File: src/rtl/mem_arbiter_if.sv
// Command encoding and the request/response bundle between the L1 caches,
// the memory port and the mem_arbiter block.
package mem_arbiter_pkg;
  typedef enum logic [1:0] {
    MEM_NONE  = 2'd0,
    MEM_LOAD  = 2'd1,
    MEM_STORE = 2'd2
  } mem_cmd_e;
endpackage

interface mem_arbiter_if #(parameter int TAG_W = 4);
  import mem_arbiter_pkg::*;

  logic             ic_req_valid;
  logic [31:0]      ic_req_addr;
  logic             ic_req_accepted;
  logic             ic_resp_valid;
  logic [31:0]      ic_resp_addr;
  logic [63:0]      ic_resp_data;

  logic             dc_req_valid;
  mem_cmd_e         dc_req_cmd;
  logic [31:0]      dc_req_addr;
  logic [63:0]      dc_req_data;
  logic             dc_req_accepted;
  logic             dc_resp_valid;
  logic [31:0]      dc_resp_addr;
  logic [63:0]      dc_resp_data;

  logic             mispredict;

  mem_cmd_e         proc2mem_command;
  logic [31:0]      proc2mem_addr;
  logic [63:0]      proc2mem_data;
  logic [TAG_W-1:0] mem2proc_transaction_tag;
  logic [TAG_W-1:0] mem2proc_data_tag;
  logic [63:0]      mem2proc_data;

  logic [TAG_W:0]   ic_outstanding;

  // Arbiter side.
  modport slave (
    input  ic_req_valid, ic_req_addr,
    output ic_req_accepted, ic_resp_valid, ic_resp_addr, ic_resp_data,
    input  dc_req_valid, dc_req_cmd, dc_req_addr, dc_req_data,
    output dc_req_accepted, dc_resp_valid, dc_resp_addr, dc_resp_data,
    input  mispredict,
    output proc2mem_command, proc2mem_addr, proc2mem_data,
    input  mem2proc_transaction_tag, mem2proc_data_tag, mem2proc_data,
    output ic_outstanding
  );

  // Cache / memory side.
  modport master (
    output ic_req_valid, ic_req_addr,
    input  ic_req_accepted, ic_resp_valid, ic_resp_addr, ic_resp_data,
    output dc_req_valid, dc_req_cmd, dc_req_addr, dc_req_data,
    input  dc_req_accepted, dc_resp_valid, dc_resp_addr, dc_resp_data,
    output mispredict,
    input  proc2mem_command, proc2mem_addr, proc2mem_data,
    output mem2proc_transaction_tag, mem2proc_data_tag, mem2proc_data,
    input  ic_outstanding
  );
endinterface

File: src/rtl/mem_arbiter.sv
// Shares one tagged memory port between icache and dcache: dcache-first
// arbitration with icache anti-starvation, and a tag table routing fills back.
module mem_arbiter
  import mem_arbiter_pkg::*;
#(
  parameter int TAG_W        = 4,
  parameter int STARVE_LIMIT = 4
) (
  input logic          clock,
  input logic          reset,
  mem_arbiter_if.slave bus
);
  localparam int DEPTH = 1 << TAG_W;
  localparam int SW    = $clog2(STARVE_LIMIT + 1);

  typedef enum logic {OWN_IC = 1'b0, OWN_DC = 1'b1} owner_e;

  typedef struct packed {
    logic        valid;
    owner_e      owner;
    logic        squash;
    logic [31:0] addr;
  } entry_t;

  entry_t         table_q [DEPTH];
  entry_t         table_d [DEPTH];
  logic [SW-1:0]  starve_q, starve_d;
  logic [TAG_W:0] ic_out_q, ic_out_d;

  logic             ic_starved, ic_eligible, grant_ic, grant_dc;
  logic             ic_acc, dc_acc, alloc, resp_hit;
  logic [TAG_W-1:0] xtag, dtag;
  entry_t           hit_entry;

  // Arbitration and response lookup; reset forces every combinational output low.
  always_comb begin
    // NOTE: every signal gets a default before any branch, so no path can infer a latch.
    xtag        = bus.mem2proc_transaction_tag;
    dtag        = bus.mem2proc_data_tag;
    ic_starved  = (starve_q >= SW'(STARVE_LIMIT));
    ic_eligible = bus.ic_req_valid && !bus.mispredict;
    grant_ic    = reset && ic_eligible && (!bus.dc_req_valid || ic_starved);
    grant_dc    = reset && bus.dc_req_valid && !grant_ic;
    ic_acc      = grant_ic && (xtag != '0);
    dc_acc      = grant_dc && (xtag != '0);
    alloc       = ic_acc || (dc_acc && bus.dc_req_cmd == MEM_LOAD);
    hit_entry   = table_q[dtag];
    resp_hit    = reset && (dtag != '0) && hit_entry.valid;
  end

  always_comb begin
    bus.proc2mem_command = MEM_NONE;
    bus.proc2mem_addr    = '0;
    bus.proc2mem_data    = '0;
    if (grant_dc) begin
      bus.proc2mem_command = bus.dc_req_cmd;
      bus.proc2mem_addr    = bus.dc_req_addr;
      bus.proc2mem_data    = bus.dc_req_data;
    end else if (grant_ic) begin
      bus.proc2mem_command = MEM_LOAD;
      bus.proc2mem_addr    = bus.ic_req_addr;
    end

    bus.ic_req_accepted = ic_acc;
    bus.dc_req_accepted = dc_acc;

    // A squashed fill, or one racing a mispredict, is dropped silently.
    bus.ic_resp_valid = resp_hit && hit_entry.owner == OWN_IC && !hit_entry.squash
                        && !bus.mispredict;
    bus.ic_resp_addr  = bus.ic_resp_valid ? hit_entry.addr : '0;
    bus.ic_resp_data  = bus.ic_resp_valid ? bus.mem2proc_data : '0;
    bus.dc_resp_valid = resp_hit && hit_entry.owner == OWN_DC;
    bus.dc_resp_addr  = bus.dc_resp_valid ? hit_entry.addr : '0;
    bus.dc_resp_data  = bus.dc_resp_valid ? bus.mem2proc_data : '0;

    bus.ic_outstanding = ic_out_q;
  end

  // Free, then squash, then allocate: a same-tag allocate overrides the free.
  always_comb begin
    table_d = table_q;
    if (resp_hit) table_d[dtag].valid = 1'b0;
    if (bus.mispredict) begin
      for (int i = 0; i < DEPTH; i++) begin
        if (table_d[i].valid && table_d[i].owner == OWN_IC) table_d[i].squash = 1'b1;
      end
    end
    if (alloc) begin
      table_d[xtag] = '{valid:  1'b1,
                        owner:  ic_acc ? OWN_IC : OWN_DC,
                        squash: 1'b0,
                        addr:   ic_acc ? bus.ic_req_addr : bus.dc_req_addr};
    end

    if (bus.ic_req_valid && !ic_acc) starve_d = ic_starved ? starve_q : starve_q + SW'(1);
    else                             starve_d = '0;

    // Registering the next-state count makes ic_outstanding track the table itself.
    ic_out_d = '0;
    for (int i = 0; i < DEPTH; i++) begin
      if (table_d[i].valid && table_d[i].owner == OWN_IC && !table_d[i].squash)
        ic_out_d = ic_out_d + (TAG_W + 1)'(1);
    end
  end

  always_ff @(posedge clock or negedge reset) begin
    if (!reset) begin
      // NOTE: the tag table is reset in full; a stale valid bit would answer data tags issued before reset.
      for (int i = 0; i < DEPTH; i++) table_q[i] <= '0;
      starve_q <= '0;
      ic_out_q <= '0;
    end else begin
      // NOTE: non-blocking assignments so every register samples pre-edge values.
      table_q  <= table_d;
      starve_q <= starve_d;
      ic_out_q <= ic_out_d;
    end
  end

  always @(posedge clock) begin
    if (reset && dtag != '0)
      assert (hit_entry.valid)
      else $warning("mem_arbiter: data tag %0d has no live entry, ignored", dtag);
  end
endmodule

File: src/flat_wrapper.sv
// flat-port wrapper written by rule: the top's interface ports become plain ports
module mem_arbiter_flat import mem_arbiter_pkg::*;
#(
  parameter int TAG_W        = 4,
  parameter int STARVE_LIMIT = 4
)
  (clock, reset, bus_ic_req_valid, bus_ic_req_addr, bus_ic_req_accepted, bus_ic_resp_valid, bus_ic_resp_addr, bus_ic_resp_data, bus_dc_req_valid, bus_dc_req_cmd, bus_dc_req_addr, bus_dc_req_data, bus_dc_req_accepted, bus_dc_resp_valid, bus_dc_resp_addr, bus_dc_resp_data, bus_mispredict, bus_proc2mem_command, bus_proc2mem_addr, bus_proc2mem_data, bus_mem2proc_transaction_tag, bus_mem2proc_data_tag, bus_mem2proc_data, bus_ic_outstanding);
  mem_arbiter_if #(.TAG_W(TAG_W)) bus_i ();
  input logic clock;
  input logic reset;
  input wire logic [$bits(bus_i.ic_req_valid)-1:0] bus_ic_req_valid;
  input wire logic [$bits(bus_i.ic_req_addr)-1:0] bus_ic_req_addr;
  output wire logic [$bits(bus_i.ic_req_accepted)-1:0] bus_ic_req_accepted;
  output wire logic [$bits(bus_i.ic_resp_valid)-1:0] bus_ic_resp_valid;
  output wire logic [$bits(bus_i.ic_resp_addr)-1:0] bus_ic_resp_addr;
  output wire logic [$bits(bus_i.ic_resp_data)-1:0] bus_ic_resp_data;
  input wire logic [$bits(bus_i.dc_req_valid)-1:0] bus_dc_req_valid;
  input wire logic [$bits(bus_i.dc_req_cmd)-1:0] bus_dc_req_cmd;
  input wire logic [$bits(bus_i.dc_req_addr)-1:0] bus_dc_req_addr;
  input wire logic [$bits(bus_i.dc_req_data)-1:0] bus_dc_req_data;
  output wire logic [$bits(bus_i.dc_req_accepted)-1:0] bus_dc_req_accepted;
  output wire logic [$bits(bus_i.dc_resp_valid)-1:0] bus_dc_resp_valid;
  output wire logic [$bits(bus_i.dc_resp_addr)-1:0] bus_dc_resp_addr;
  output wire logic [$bits(bus_i.dc_resp_data)-1:0] bus_dc_resp_data;
  input wire logic [$bits(bus_i.mispredict)-1:0] bus_mispredict;
  output wire logic [$bits(bus_i.proc2mem_command)-1:0] bus_proc2mem_command;
  output wire logic [$bits(bus_i.proc2mem_addr)-1:0] bus_proc2mem_addr;
  output wire logic [$bits(bus_i.proc2mem_data)-1:0] bus_proc2mem_data;
  input wire logic [$bits(bus_i.mem2proc_transaction_tag)-1:0] bus_mem2proc_transaction_tag;
  input wire logic [$bits(bus_i.mem2proc_data_tag)-1:0] bus_mem2proc_data_tag;
  input wire logic [$bits(bus_i.mem2proc_data)-1:0] bus_mem2proc_data;
  output wire logic [$bits(bus_i.ic_outstanding)-1:0] bus_ic_outstanding;
  assign bus_i.ic_req_valid = bus_ic_req_valid;
  assign bus_i.ic_req_addr = bus_ic_req_addr;
  assign bus_ic_req_accepted = bus_i.ic_req_accepted;
  assign bus_ic_resp_valid = bus_i.ic_resp_valid;
  assign bus_ic_resp_addr = bus_i.ic_resp_addr;
  assign bus_ic_resp_data = bus_i.ic_resp_data;
  assign bus_i.dc_req_valid = bus_dc_req_valid;
  assign bus_i.dc_req_cmd = bus_dc_req_cmd;
  assign bus_i.dc_req_addr = bus_dc_req_addr;
  assign bus_i.dc_req_data = bus_dc_req_data;
  assign bus_dc_req_accepted = bus_i.dc_req_accepted;
  assign bus_dc_resp_valid = bus_i.dc_resp_valid;
  assign bus_dc_resp_addr = bus_i.dc_resp_addr;
  assign bus_dc_resp_data = bus_i.dc_resp_data;
  assign bus_i.mispredict = bus_mispredict;
  assign bus_proc2mem_command = bus_i.proc2mem_command;
  assign bus_proc2mem_addr = bus_i.proc2mem_addr;
  assign bus_proc2mem_data = bus_i.proc2mem_data;
  assign bus_i.mem2proc_transaction_tag = bus_mem2proc_transaction_tag;
  assign bus_i.mem2proc_data_tag = bus_mem2proc_data_tag;
  assign bus_i.mem2proc_data = bus_mem2proc_data;
  assign bus_ic_outstanding = bus_i.ic_outstanding;
  mem_arbiter #(.TAG_W(TAG_W), .STARVE_LIMIT(STARVE_LIMIT)) u_core (.clock(clock), .reset(reset), .bus(bus_i));
endmodule
File: config.mk
export PLATFORM = sky130hd
export DESIGN_NAME = mem_arbiter_flat
export DESIGN_NICKNAME = d
export VERILOG_FILES = /design/src/rtl/mem_arbiter_if.sv /design/src/rtl/mem_arbiter.sv /design/src/flat_wrapper.sv
export SDC_FILE = /design/constraint.sdc
export NUM_CORES = 1
export LEC_CHECK = 0
export ABC_AREA = 1
export CAP_MARGIN = 20
export CORE_UTILIZATION = 45
export CTS_CLUSTER_SIZE = 28
export DETAILED_ROUTE_END_ITERATION = 12
export PLACE_DENSITY = 0.73
export SYNTH_ARGS = -nofsm -noshare
export SYNTH_HDL_FRONTEND = slang
export SYNTH_SLANG_ARGS = --single-unit
File: constraint.sdc
create_clock -name clock -period 12.08 [get_ports clock]
set_input_delay 3.02 -clock clock [delete_from_list [all_inputs] [get_ports clock]]
set_output_delay 3.02 -clock clock [all_outputs]
set_load 0.02 [all_outputs]
==> metrics.yaml <==
status: "finished, final reports clean"
crit_path_top_delay_cell: "clkdlybuf4s50_1"
cts-buffers-inserted: 56
clockRootBuffer: "clkbuf_16"
antenna_found_initial: 0
switching_power_uw: 1472
worstSkewPairLatency_ns: 0.62
globalplace.congestion: 0.9113
multi_input_area_sq_um: 11670
swShare_pct: 28.92
ys_warn_count: 0
fp.dieArea_sq_um: 63450
ys_seq_area_share_pct: 50.58
hold_viol_final: 0
num_rows: 91
fillers: 5492
ir_drop_uv: 105.6
cts.sink_count: 568
synth_async_sr_flop_share_pct: 100.0
synth_seq_cells: 568
end_kind: "register"
p_seq_share_pct: 46.1
skew_ns: 0.02004
worst_path_most_repeated_cell: "nand2_1"
gr-total-overflow: 0
p_int_uw: 3619
cts_tree: "built"
nets: 4113
hold_class: "reg -> reg"
drv_cap: 0
core_sq_um: 61710
dp_hpwl_um: 57760
yosys_most_used_dff: "dfrtp_1"
synth_edf_count: 0
grt_max_degree: 137
cp.required_ns: 12.58
initial_core_util_pct: 45.54
wl_per_cell_um: 19.42
via_per_inst: 5.439
finalMaxSlewViolations: 0
grt_pass1_vias: 24428
grt_pass1_wl_um: 141800
relSlewSlack_pct: 27.53
synth_nets: 3741
p_total_uw: 5091
p_per_area_nw_per_um2: 141.6
vias: 25954
power_leakage_uw: 0.01670
avgSynthCellArea_sq_um: 7.990
ant_nets: 0
worst_pin_slew_ns: 1.060
clk_pin_slew_ns: 0.07
drtIter0Drc: 2616
setup_violations: 0
cp_slowest_stage_delay_ns: 0.53
regArea_sq_um: 14210
synthesis.area_sq_um: 28100
drc: 0
dp_slack_ns: 0.02831
ys_types: 48
first_pass_iters: 6
crit_type: "in -> reg"
numPortBuffers: 505
setup_tns_ns: 0
setup_ws_ns: 0.9911
drive_gt1_share_pct: 7.194
cp-start-kind: "input port"
critPathArrivalTime_ns: 11.59
dieWidth_um: 251.9
max_freq_mhz: 90.18
clockBufferDepth: 3
clockPowerShare_pct: 35.6
grt_usage_pct: 28.62
synth_cells: 3517
syn_to_final_growth_pct: 27.98
drt_wl_total_um: 92680
cp_max_fo: 5
rsz0062_at_grt: "false"
fin_crit_ns: 11.09
cts_max_level: 2
pin_count: 506
die_y_um: 251.9
p_comb_share_pct: 18.3
fin_crit_sh_pct: 91.80
cts_setup_buffers: 0
==> flip-flops by register name (all words and copies together), names as in the netlist <==
name	count
u_core.table_q	560
u_core.bus.ic_outstanding	5
u_core.starve_q	3
==> cell type report <==
class                           instances  share of cell area [%]
Timing Repair Buffer                  603                   16.35
Clock inverter                         21                  0.7341
Antenna cell                            1                0.006958
Multi-Input combinational cell       2336                   32.45
Tap cell                              837                   2.912
Sequential cell                       568                   39.52
Clock buffer                           82                   4.617
Inverter                              324                   3.402
==> metal layers <==
| metal | part of all wire, % | vias up | wire, um | GRT usage [%] |
|---|---|---|---|---|
| met1 | 42 | 12374 | 39330 | 38.91 |
| met4 | 2.3 | 0 | 2143 | 8.052 |
| li1 | - | 12313 | - | - |
| met5 | 0 | - | 0 | 0 |
| met3 | 7.8 | 122 | 7222 | 4.065 |
| met2 | 47 | 1145 | 43980 | 47.75 |
==> what timing repair did <==
action | 4_1_cts | 5_1_grt
gates resized for setup | 0 | 6
setup endpoints to repair | 0 | 4
hold buffers | 0 | 0
==> power by group through the flow <==
stage	Sequential [uW]	Clock (uW)	Combinational, uW
floorplan	2330	0	553
CTS	2340	1840	929
global placement	2360	0	900
detailed placement	2370	0	923
finish	2340	1810	931
global route	2370	1910	1050
==> logic make-up (layout without fill, tap and decap cells) <==
logic type      Yosys count  after routing  share of synthesized area (%)
compound gates         1020           1020                          21.65
xor+xnor                  3              3                        0.09352
fa+ha+maj                17             17                         0.7569
buf+inv                 613           1030                          8.282
flops                   568            568                          50.58
other cells               0              1                              0
simple gates           1296           1296                          18.64
==> Yosys cell counts, drive strengths merged, types with 9 or more instances <==
cell	count	area, sq um
a22oi	256	1922
o21ai	582	2935
o221ai	9	78.83
nor3	12	71.32
ha	17	212.7
nor2	323	1245
a2111oi	31	271.5
inv	320	1201
dfrtp	568	14210
nand2	878	3398
buf	26	123.9
a21oi	82	429.2
nand3	67	392.9
clkbuf	263	987.2
o31ai	17	127.6
a21boi	34	255.2
==> placed cells by master, fill, tap and decap left out, drive strengths merged, types with 6 or more instances in the layout <==
cell type        n
o31ai           17
buf             97
o21ai          582
nand3           67
dfrtp          568
clkinv          15
nand2          878
a22oi          256
clkbuf          83
clkdlybuf4s50  503
a21boi          34
o221ai           9
inv            322
or2              6
a21oi           82
nor2           323
ha              17
nor3            12
a2111oi         31
==> critical path: cells and delay by family <==
kind,cells,cell delay (ns)
AOI/OAI and AO/OA,8,1.37
adders and majority gates,10,2.69
buffers and inverters,10,1.07
and+or+nand+nor,32,3.46
==> path summary, 6_finish.rpt <==
kind | startpoint | endpoint | slack (ns) | depth (start not counted)
worst min-delay path | u_core.table_q[525]$_DFFE_PN0P_ | u_core.table_q[525]$_DFFE_PN0P_ | 0.38 | 0
worst min register to register | u_core.table_q[525]$_DFFE_PN0P_ | u_core.table_q[525]$_DFFE_PN0P_ | 0.38 | 0
max in group asynchronous | reset | u_core.table_q[388]$_DFFE_PN0P_ | 7.00 | 4
min in group asynchronous | reset | u_core.table_q[29]$_DFFE_PN0P_ | 2.23 | 1
worst max register to register | u_core.starve_q[2]$_DFFE_PN0P_ | u_core.bus.ic_outstanding[4]$_DFF_PN0_ | 3.66 | 54
worst max-delay path | bus_mem2proc_data_tag[2] | u_core.bus.ic_outstanding[4]$_DFF_PN0_ | 0.99 | 60
==> stage by stage <==
| stage | cells | utilization, % | hold slack, ns | cell area [sq um] |
|---|---|---|---|---|
| floorplan | 3517 | - | 0.4290 | 28100 |
| global placement | 4663 | 54.99 | 0.3655 | 33930 |
| detailed placement | 4663 | 54.99 | 0.3656 | 33930 |
| CTS | 4766 | 58.11 | 0.3793 | 35860 |
| global route | 4771 | 58.27 | 0.3841 | 35960 |
| finish | 4772 | 58.28 | 0.3770 | 35960 |
Power figures use the tool's default switching activity.
